[src/rtl/div_pkg.sv]
// Shared divider definitions: state encoding, default width, counter sizing.
// Latency: n/a (types and constants only).
// Backpressure: n/a.
package div_pkg;

    localparam int DIV_WIDTH = 32;

    typedef enum logic [1:0] {
        IDLE = 2'd0,
        LOAD = 2'd1,
        ITER = 2'd2,
        DONE = 2'd3
    } div_state_t;

    // Iteration counter must be able to hold the value WIDTH itself.
    function automatic int cnt_width(input int width);
        return $clog2(width) + 1;
    endfunction

endpackage

[src/rtl/seq_divider_if.sv]
// Divider request/response bundle between the ALU issue logic and seq_divider.
// Latency: n/a (wires only).
// Backpressure: none; the issuer stalls on busy. Optional SEQ_DIVIDER_REMAINDER_EN adds data_remainder.
interface seq_divider_if
    import div_pkg::*;
#(
    parameter int WIDTH = DIV_WIDTH
);
    logic             ctrl_DIV;
    logic [WIDTH-1:0] data_operandA;
    logic [WIDTH-1:0] data_operandB;
    logic [WIDTH-1:0] data_result;
    logic             data_exception;
    logic             data_resultRDY;
    logic             busy;
`ifdef SEQ_DIVIDER_REMAINDER_EN
    logic [WIDTH-1:0] data_remainder;
`endif

    modport master (
        output ctrl_DIV, data_operandA, data_operandB,
        input  data_result, data_exception, data_resultRDY, busy
`ifdef SEQ_DIVIDER_REMAINDER_EN
        , input data_remainder
`endif
    );

    modport slave (
        input  ctrl_DIV, data_operandA, data_operandB,
        output data_result, data_exception, data_resultRDY, busy
`ifdef SEQ_DIVIDER_REMAINDER_EN
        , output data_remainder
`endif
    );

endinterface

[src/rtl/cla_adder.sv]
// Carry-lookahead adder: 4-bit groups with group generate/propagate lookahead between groups.
// Latency: combinational.
// Backpressure: n/a.
module cla_adder
    import div_pkg::*;
#(
    parameter int WIDTH = DIV_WIDTH
) (
    input  logic [WIDTH-1:0] a,
    input  logic [WIDTH-1:0] b,
    input  logic             cin,
    output logic [WIDTH-1:0] sum,
    output logic             cout
);
    localparam int NB = (WIDTH + 3) / 4;

    logic [WIDTH-1:0] g;
    logic [WIDTH-1:0] p;
    logic [NB:0]      bc;   // carry into each 4-bit group
    logic             c;
    logic             gg;
    logic             pp;

    assign g = a & b;
    assign p = a ^ b;

    // Sum bits ripple inside a group; group carries come from lookahead terms.
    always_comb begin
        bc    = '0;
        sum   = '0;
        c     = 1'b0;
        gg    = 1'b0;
        pp    = 1'b1;
        bc[0] = cin;
        for (int i = 0; i < WIDTH; i++) begin
            if (i % 4 == 0) begin
                c  = bc[i/4];
                gg = 1'b0;
                pp = 1'b1;
            end
            sum[i] = p[i] ^ c;
            c      = g[i] | (p[i] & c);
            gg     = g[i] | (p[i] & gg);
            pp     = pp & p[i];
            if ((i % 4 == 3) || (i == WIDTH - 1)) begin
                bc[i/4 + 1] = gg | (pp & bc[i/4]);
            end
        end
    end

    assign cout = bc[NB];

endmodule

[src/rtl/div_step.sv]
// One restoring-division step: shift {R,Q} left, trial-subtract |B|, keep or restore.
// Latency: combinational.
// Backpressure: n/a.
module div_step
    import div_pkg::*;
#(
    parameter int WIDTH = DIV_WIDTH
) (
    input  logic [WIDTH:0]   r,
    input  logic [WIDTH-1:0] q,
    input  logic [WIDTH-1:0] abs_b,
    output logic [WIDTH:0]   r_nxt,
    output logic [WIDTH-1:0] q_nxt
);
    logic [WIDTH:0] shifted;
    logic [WIDTH:0] diff;
    logic           no_borrow;
    logic           fits;

    assign shifted = {r[WIDTH-1:0], q[WIDTH-1]};

    // R - |B| as R + ~|B| + 1; carry out set means no borrow.
    cla_adder #(.WIDTH(WIDTH + 1)) u_sub (
        .a    (shifted),
        .b    (~{1'b0, abs_b}),
        .cin  (1'b1),
        .sum  (diff),
        .cout (no_borrow)
    );

    // A set top bit of R is shifted out but still makes the partial remainder exceed |B|.
    assign fits  = r[WIDTH] | no_borrow;
    assign r_nxt = fits ? diff : shifted;
    assign q_nxt = {q[WIDTH-2:0], fits};

endmodule

[src/rtl/seq_divider.sv]
// Signed restoring divider, one quotient bit per cycle; optional SEQ_DIVIDER_REMAINDER_EN adds remainder.
// Latency: RDY WIDTH+2 cycles after start, 2 cycles for divide-by-zero/overflow.
// Backpressure: none; start is ignored while busy, issuer stalls on busy until RDY.
module seq_divider
    import div_pkg::*;
#(
    parameter int WIDTH = DIV_WIDTH
) (
    input  logic        clock,
    input  logic        reset_n,
    seq_divider_if.slave bus
);
    localparam int CW = cnt_width(WIDTH);
    localparam logic [WIDTH-1:0] MIN_VAL = {1'b1, {(WIDTH-1){1'b0}}};

    div_state_t       state;
    logic [WIDTH-1:0] abs_a;
    logic [WIDTH-1:0] abs_b;
    logic             qneg;
    logic             ovf;
    logic             exc_pend;
    logic [WIDTH:0]   r;
    logic [WIDTH-1:0] q;
    logic [CW-1:0]    cnt;
    logic [WIDTH:0]   r_nxt;
    logic [WIDTH-1:0] q_nxt;
    logic [WIDTH-1:0] result_q;
    logic             exc_q;
    logic             rdy_q;
    logic             busy_q;
`ifdef SEQ_DIVIDER_REMAINDER_EN
    logic             rneg;
    logic [WIDTH-1:0] rem_q;
`endif

    function automatic logic [WIDTH-1:0] magnitude(input logic [WIDTH-1:0] x);
        return x[WIDTH-1] ? -x : x;
    endfunction

    div_step #(.WIDTH(WIDTH)) u_step (
        .r     (r),
        .q     (q),
        .abs_b (abs_b),
        .r_nxt (r_nxt),
        .q_nxt (q_nxt)
    );

    // Control FSM, operand latch, iteration registers and registered outputs.
    always_ff @(posedge clock) begin
        if (!reset_n) begin
            state    <= IDLE;
            abs_a    <= '0;
            abs_b    <= '0;
            qneg     <= 1'b0;
            ovf      <= 1'b0;
            exc_pend <= 1'b0;
            r        <= '0;
            q        <= '0;
            cnt      <= '0;
            result_q <= '0;
            exc_q    <= 1'b0;
            rdy_q    <= 1'b0;
            busy_q   <= 1'b0;
`ifdef SEQ_DIVIDER_REMAINDER_EN
            rneg     <= 1'b0;
            rem_q    <= '0;
`endif
        end else begin
            rdy_q <= 1'b0;
            case (state)
                IDLE, DONE: begin
                    if (bus.ctrl_DIV) begin
                        state  <= LOAD;
                        busy_q <= 1'b1;
                        abs_a  <= magnitude(bus.data_operandA);
                        abs_b  <= magnitude(bus.data_operandB);
                        qneg   <= bus.data_operandA[WIDTH-1] ^ bus.data_operandB[WIDTH-1];
                        ovf    <= (bus.data_operandA == MIN_VAL) && (&bus.data_operandB);
`ifdef SEQ_DIVIDER_REMAINDER_EN
                        rneg   <= bus.data_operandA[WIDTH-1];
`endif
                    end else begin
                        state <= IDLE;
                    end
                end
                LOAD: begin
                    // Exceptions preload Q with the final answer and skip straight to the
                    // last ITER cycle, so they share the normal completion path.
                    state <= ITER;
                    r     <= '0;
                    if ((abs_b == '0) || ovf) begin
                        q        <= (abs_b == '0) ? '0 : MIN_VAL;
                        qneg     <= 1'b0;
                        exc_pend <= 1'b1;
                        cnt      <= CW'(WIDTH);
`ifdef SEQ_DIVIDER_REMAINDER_EN
                        rneg     <= 1'b0;
`endif
                    end else begin
                        q        <= abs_a;
                        exc_pend <= 1'b0;
                        cnt      <= '0;
                    end
                end
                ITER: begin
                    if (cnt == CW'(WIDTH)) begin
                        state    <= DONE;
                        busy_q   <= 1'b0;
                        rdy_q    <= 1'b1;
                        result_q <= qneg ? -q : q;
                        exc_q    <= exc_pend;
`ifdef SEQ_DIVIDER_REMAINDER_EN
                        rem_q    <= rneg ? -r[WIDTH-1:0] : r[WIDTH-1:0];
`endif
                    end else begin
                        r   <= r_nxt;
                        q   <= q_nxt;
                        cnt <= cnt + 1'b1;
                    end
                end
                default: state <= IDLE;
            endcase
        end
    end

    assign bus.data_result    = result_q;
    assign bus.data_exception = exc_q;
    assign bus.data_resultRDY = rdy_q;
    assign bus.busy           = busy_q;
`ifdef SEQ_DIVIDER_REMAINDER_EN
    assign bus.data_remainder = rem_q;
`endif

endmodule

[src/flat_wrapper.sv]
// flat-port wrapper written by rule: the top's interface ports become plain ports
module seq_divider_flat import div_pkg::*;
#(
    parameter int WIDTH = DIV_WIDTH
)
  (clock, reset_n, bus_ctrl_DIV, bus_data_operandA, bus_data_operandB, bus_data_result, bus_data_exception, bus_data_resultRDY, bus_busy);
  seq_divider_if #(.WIDTH(WIDTH)) bus_i ();
  input  logic clock;
  input  logic reset_n;
  input wire logic [$bits(bus_i.ctrl_DIV)-1:0] bus_ctrl_DIV;
  input wire logic [$bits(bus_i.data_operandA)-1:0] bus_data_operandA;
  input wire logic [$bits(bus_i.data_operandB)-1:0] bus_data_operandB;
  output wire logic [$bits(bus_i.data_result)-1:0] bus_data_result;
  output wire logic [$bits(bus_i.data_exception)-1:0] bus_data_exception;
  output wire logic [$bits(bus_i.data_resultRDY)-1:0] bus_data_resultRDY;
  output wire logic [$bits(bus_i.busy)-1:0] bus_busy;
  assign bus_i.ctrl_DIV = bus_ctrl_DIV;
  assign bus_i.data_operandA = bus_data_operandA;
  assign bus_i.data_operandB = bus_data_operandB;
  assign bus_data_result = bus_i.data_result;
  assign bus_data_exception = bus_i.data_exception;
  assign bus_data_resultRDY = bus_i.data_resultRDY;
  assign bus_busy = bus_i.busy;
  seq_divider #(.WIDTH(WIDTH)) u_core (.clock(clock), .reset_n(reset_n), .bus(bus_i));
endmodule
[config.mk]
export PLATFORM = sky130hd
export DESIGN_NAME = seq_divider_flat
export DESIGN_NICKNAME = d
export VERILOG_FILES = /design/src/rtl/div_pkg.sv /design/src/rtl/seq_divider_if.sv /design/src/rtl/cla_adder.sv /design/src/rtl/div_step.sv /design/src/rtl/seq_divider.sv /design/src/flat_wrapper.sv
export SDC_FILE = /design/constraint.sdc
export NUM_CORES = 1
export LEC_CHECK = 0
export CORE_MARGIN = 10
export CORE_UTILIZATION = 45
export CTS_BUF_LIST = sky130_fd_sc_hd__clkbuf_4 sky130_fd_sc_hd__clkbuf_8
export DETAILED_ROUTE_END_ITERATION = 8
export PLACE_DENSITY_LB_ADDON = 0.08
export SYNTH_ARGS = -nofsm -noshare
export SYNTH_HDL_FRONTEND = slang
export SYNTH_SLANG_ARGS = --single-unit
[constraint.sdc]
create_clock -name clock -period 9.4 [get_ports clock]
set_input_delay 1.88 -clock clock [delete_from_list [all_inputs] [get_ports clock]]
set_output_delay 1.88 -clock clock [all_outputs]
set_load 0.005 [all_outputs]
==> impl_results.md <==
- Buf/Inv on CP: 1
- Clock Skew: roughly 0.017 ns
- Rel. slew slack: 0.2066
- Worst-path cell chain: clkdlybuf4s50_1 -> or4_4 -> or3_1 -> or4_4 -> or4_1 -> a21oi_1
- Worst min path class: flip-flop to flip-flop
- Clk Latency, worst-skew pair: 0.47 ns
- Most Frequent Cell on Critical Path: or4_4
- Largest stage delay, worst path: 0.60 ns
- XOR/XNOR share of the synthesized area: 0.08273
- Synth warn: 0
- WHS: around 0.46 ns
- Area growth syn-to-layout: 14.48%
- Design area: ~12000 um2
- Row count: 54
- Crit-path max FO: 8
- Status: finished clean
- Sequential-to-total area share from yosys stat: 0.3447
- PD cells: around 230 nW/um2
- Max IR drop VDD: 0.0001385 V
- Final setup viols: 0
- Compound-Gate Fraction of Synth Area: 0.2390
- Critical path type: primary input to flip-flop
- RSZ-0062 raised after global routing: no
- Critical path's slowest cell: or4_4
- Worst Tran Pin Value: 1.186 ns
- Drt pass-1 iters: 5
- Core box area: about 22000 um2
- H-tree levels: 4
- Share of layout cells above drive strength 1: 0.04842
- Pleak: 4.049 nW
- Fmax: 234.7 MHz
- Yosys reg bits: around 180
- N_diodes: 0
- Placed Area: 11230 um2
- Routed wire length: approximately 26000 um
- Largest net degree at the start of global routing: between 90 and 100
- Final Hold Fails: 0
- Gate Count Post-Synth: 1249
- Unique masters post-synth: 55
- Io pins: between 100 and 150
- Most used flip-flop cell after synthesis: dfxtp_1
- Initial antenna violation count: 1
- Period utilisation layout: 0.4532
- Post-synthesis simple-gate area fraction: 0.1672
- First-pass GRT wire length: 43680 um
- Vias per cell: 5.568
- Post-CTS Hold Fix Bufs: 0
- Placement Setup Slack: 4.667 ns
- Longest Clk Path Bufs: 2
- Vias in the first global route: roughly 8000
- Mux contribution to synthesized area: 0.005047
- CTS tree: built
- Crit path time final: 4.260 ns
- Die height: ~170 um
- Starting Density: 0.4614
- Nets: 1420
- Clock root buffer: clkbuf_8
- Syn_nets: 1381
- Avg WL per Cell: 16.59 um
- DRC Markers: 0
- Critical path arrival: about 4.7 ns
- Kind of cell adding the most delay to the critical path: simple AND/OR/NAND/NOR gates
- Filler Cells Inserted: ~2200
- Routed vias: 8803
- Routed Antenna Nets: 0
- TNS Setup: 0 ns
- Storage element area: 3503 um2
- Die area: approximately 29000 um2
- Slew Viols, Final: 0
- Clk slew on worst S/H paths: 0.11 ns
- Buffers on Ports: about 100
- Synth Area per Inst: 8.137 um2
- Clk sink count: 175
- Post-route setup slack: 5.140 ns
- Grt ovf: 0
- Chip Width: 170.3 um
- Cts repair resizes: 0
- Footprint of the multi-input gates: 6026 um2
- Hpwl dp: approximately 19000 um
- Gr usage total: 0.1833
- Largest family of logic cells by synthesized area: compound AO/OA/AOI/OAI gates
- Crit path required time: 9.80 ns
- Max Cap Viol: 0
- Async set-reset flop share out of synthesis: 0
- Critical path launch point type: primary input
- Cell Area, Synth: 10160 um2
- Number of synthesized flops with an enable pin: 0
- Placer Congestion: 0.8415
- Post-CTS Setup Inserts: 0
- Worst setup EP type: flip-flop
- Adder-Cell Fraction of Synth Area: 0.09701
- DRT iter0 DRCs: 563
- CTS buffer count: 17
==> final cells by class <==
class | count | area share
clock inverter | 15 | 0.01463
inverter | 76 | 0.02452
timing repair buffer | 109 | 0.09162
sequential | 175 | 0.3011
clock buffer | 17 | 0.02011
tap | 280 | 0.03011
multi-input combinational | 909 | 0.5179
==> metrics by stage <==
stage          total power, mW  utilization  std cells
2_1_floorplan            1.787            -       1249
3_3_place_gp             2.092       0.5099       1549
3_5_place_dp             2.106       0.5099       1549
4_1_cts                  2.631       0.5282       1581
5_1_grt                  2.833       0.5282       1581
6_report                 2.619       0.5282       1581
==> cells by family after synthesis <==
group / Yosys count
buf+inv: 165
simple gates: 368
flops: 175
mux: 5
fa+ha+maj: 65
compound gates: 375
xor+xnor: 96
==> routing by layer <==
metal | up-vias | track usage | wire length (um)
met1 | 4043 | 0.2924 | 14470
met4 | 0 | 0.04310 | 193
met5 | - | 0 | 0
met3 | 10 | 0.03980 | 1502
li1 | 4559 | - | -
met2 | 191 | 0.2362 | 10060
==> cells in the final DEF (no fill, tap or decap), types with 15 or more instances in the layout <==
master / netlist / routed
inv_1: 76 / 75
nand4_1: 15 / 15
clkdlybuf4s50_1: 0 / 100
o21ai_0: 108 / 108
a221oi_1: 31 / 31
nand2_1: 142 / 142
a211oi_1: 49 / 49
ha_1: 42 / 41
xor2_1: 84 / 84
nor2_1: 104 / 103
o2111ai_1: 25 / 25
clkbuf_8: 1 / 17
o31ai_1: 29 / 29
dfxtp_1: 175 / 175
a21oi_1: 84 / 84
or3_1: 15 / 15
nand3_1: 16 / 16
nor4_1: 17 / 17
fa_1: 23 / 23
o41ai_1: 18 / 18
==> state kept, by name, summed over array words and instances, names as in the netlist <==
signal and cells:
u_core.r 33, u_core.abs_a 32, u_core.abs_b 32, u_core.bus.data_result 32
u_core.q 32, u_core.cnt 6, u_core.state 2, u_core.bus.busy 1
u_core.bus.data_exception 1, u_core.bus.data_resultRDY 1, u_core.exc_pend 1, u_core.ovf 1
u_core.qneg 1
==> final timing paths <==
check	cells after the start	endpoint	slack (ns)	startpoint
setup / recovery	6	u_core.abs_b[31]	5.14	bus_data_operandB[4]
setup reg to reg	13	u_core.q[0]	5.39	u_core.q[31]
hold reg to reg	2	u_core.bus.data_result[0]	0.46	u_core.bus.data_result[0]
hold / removal	2	u_core.bus.data_result[0]	0.46	u_core.bus.data_result[0]
==> tightest hold or removal path, stage by stage, from the launching register on <==
cell and delay, ns:
dfxtp_1 0.32, nand2_1 0.05, a21oi_1 0.05
==> Yosys cell counts, types with 3 or more instances <==
cell type / instances / area share
xor2_1: 84 / 0.072
o21a_1: 6 / 0.0044
or3_1: 15 / 0.0092
nand2_1: 142 / 0.052
mux2i_1: 4 / 0.0039
nor3_1: 11 / 0.0054
fa_1: 23 / 0.045
or4_1: 13 / 0.0096
nand3_1: 16 / 0.0079
a221oi_1: 31 / 0.027
or2_2: 8 / 0.0049
xnor2_1: 12 / 0.010
buf_1: 6 / 0.0022
nand4_1: 15 / 0.0092
dfxtp_1: 175 / 0.34
a22oi_1: 3 / 0.0022
a211oi_1: 49 / 0.036
o21ai_0: 108 / 0.053
o31ai_1: 29 / 0.021
nor4_1: 17 / 0.010
ha_1: 42 / 0.052
nor2_1: 104 / 0.038
inv_1: 76 / 0.028
a21oi_1: 84 / 0.041
a31oi_1: 6 / 0.0037
o2111ai_1: 25 / 0.022
nor2b_1: 9 / 0.0055
clkbuf_1: 77 / 0.028
nand2b_1: 6 / 0.0037
o41ai_1: 18 / 0.016
==> power breakdown <==
group	internal [mW]	switching, mW	leakage (nW)
registers	0.884	0.176	1.43
clock network	0.201	0.324	0.199
logic	0.396	0.638	2.42
total	1.48	1.14	4.05
No activity file was read; power rests on OpenSTA's default activity.
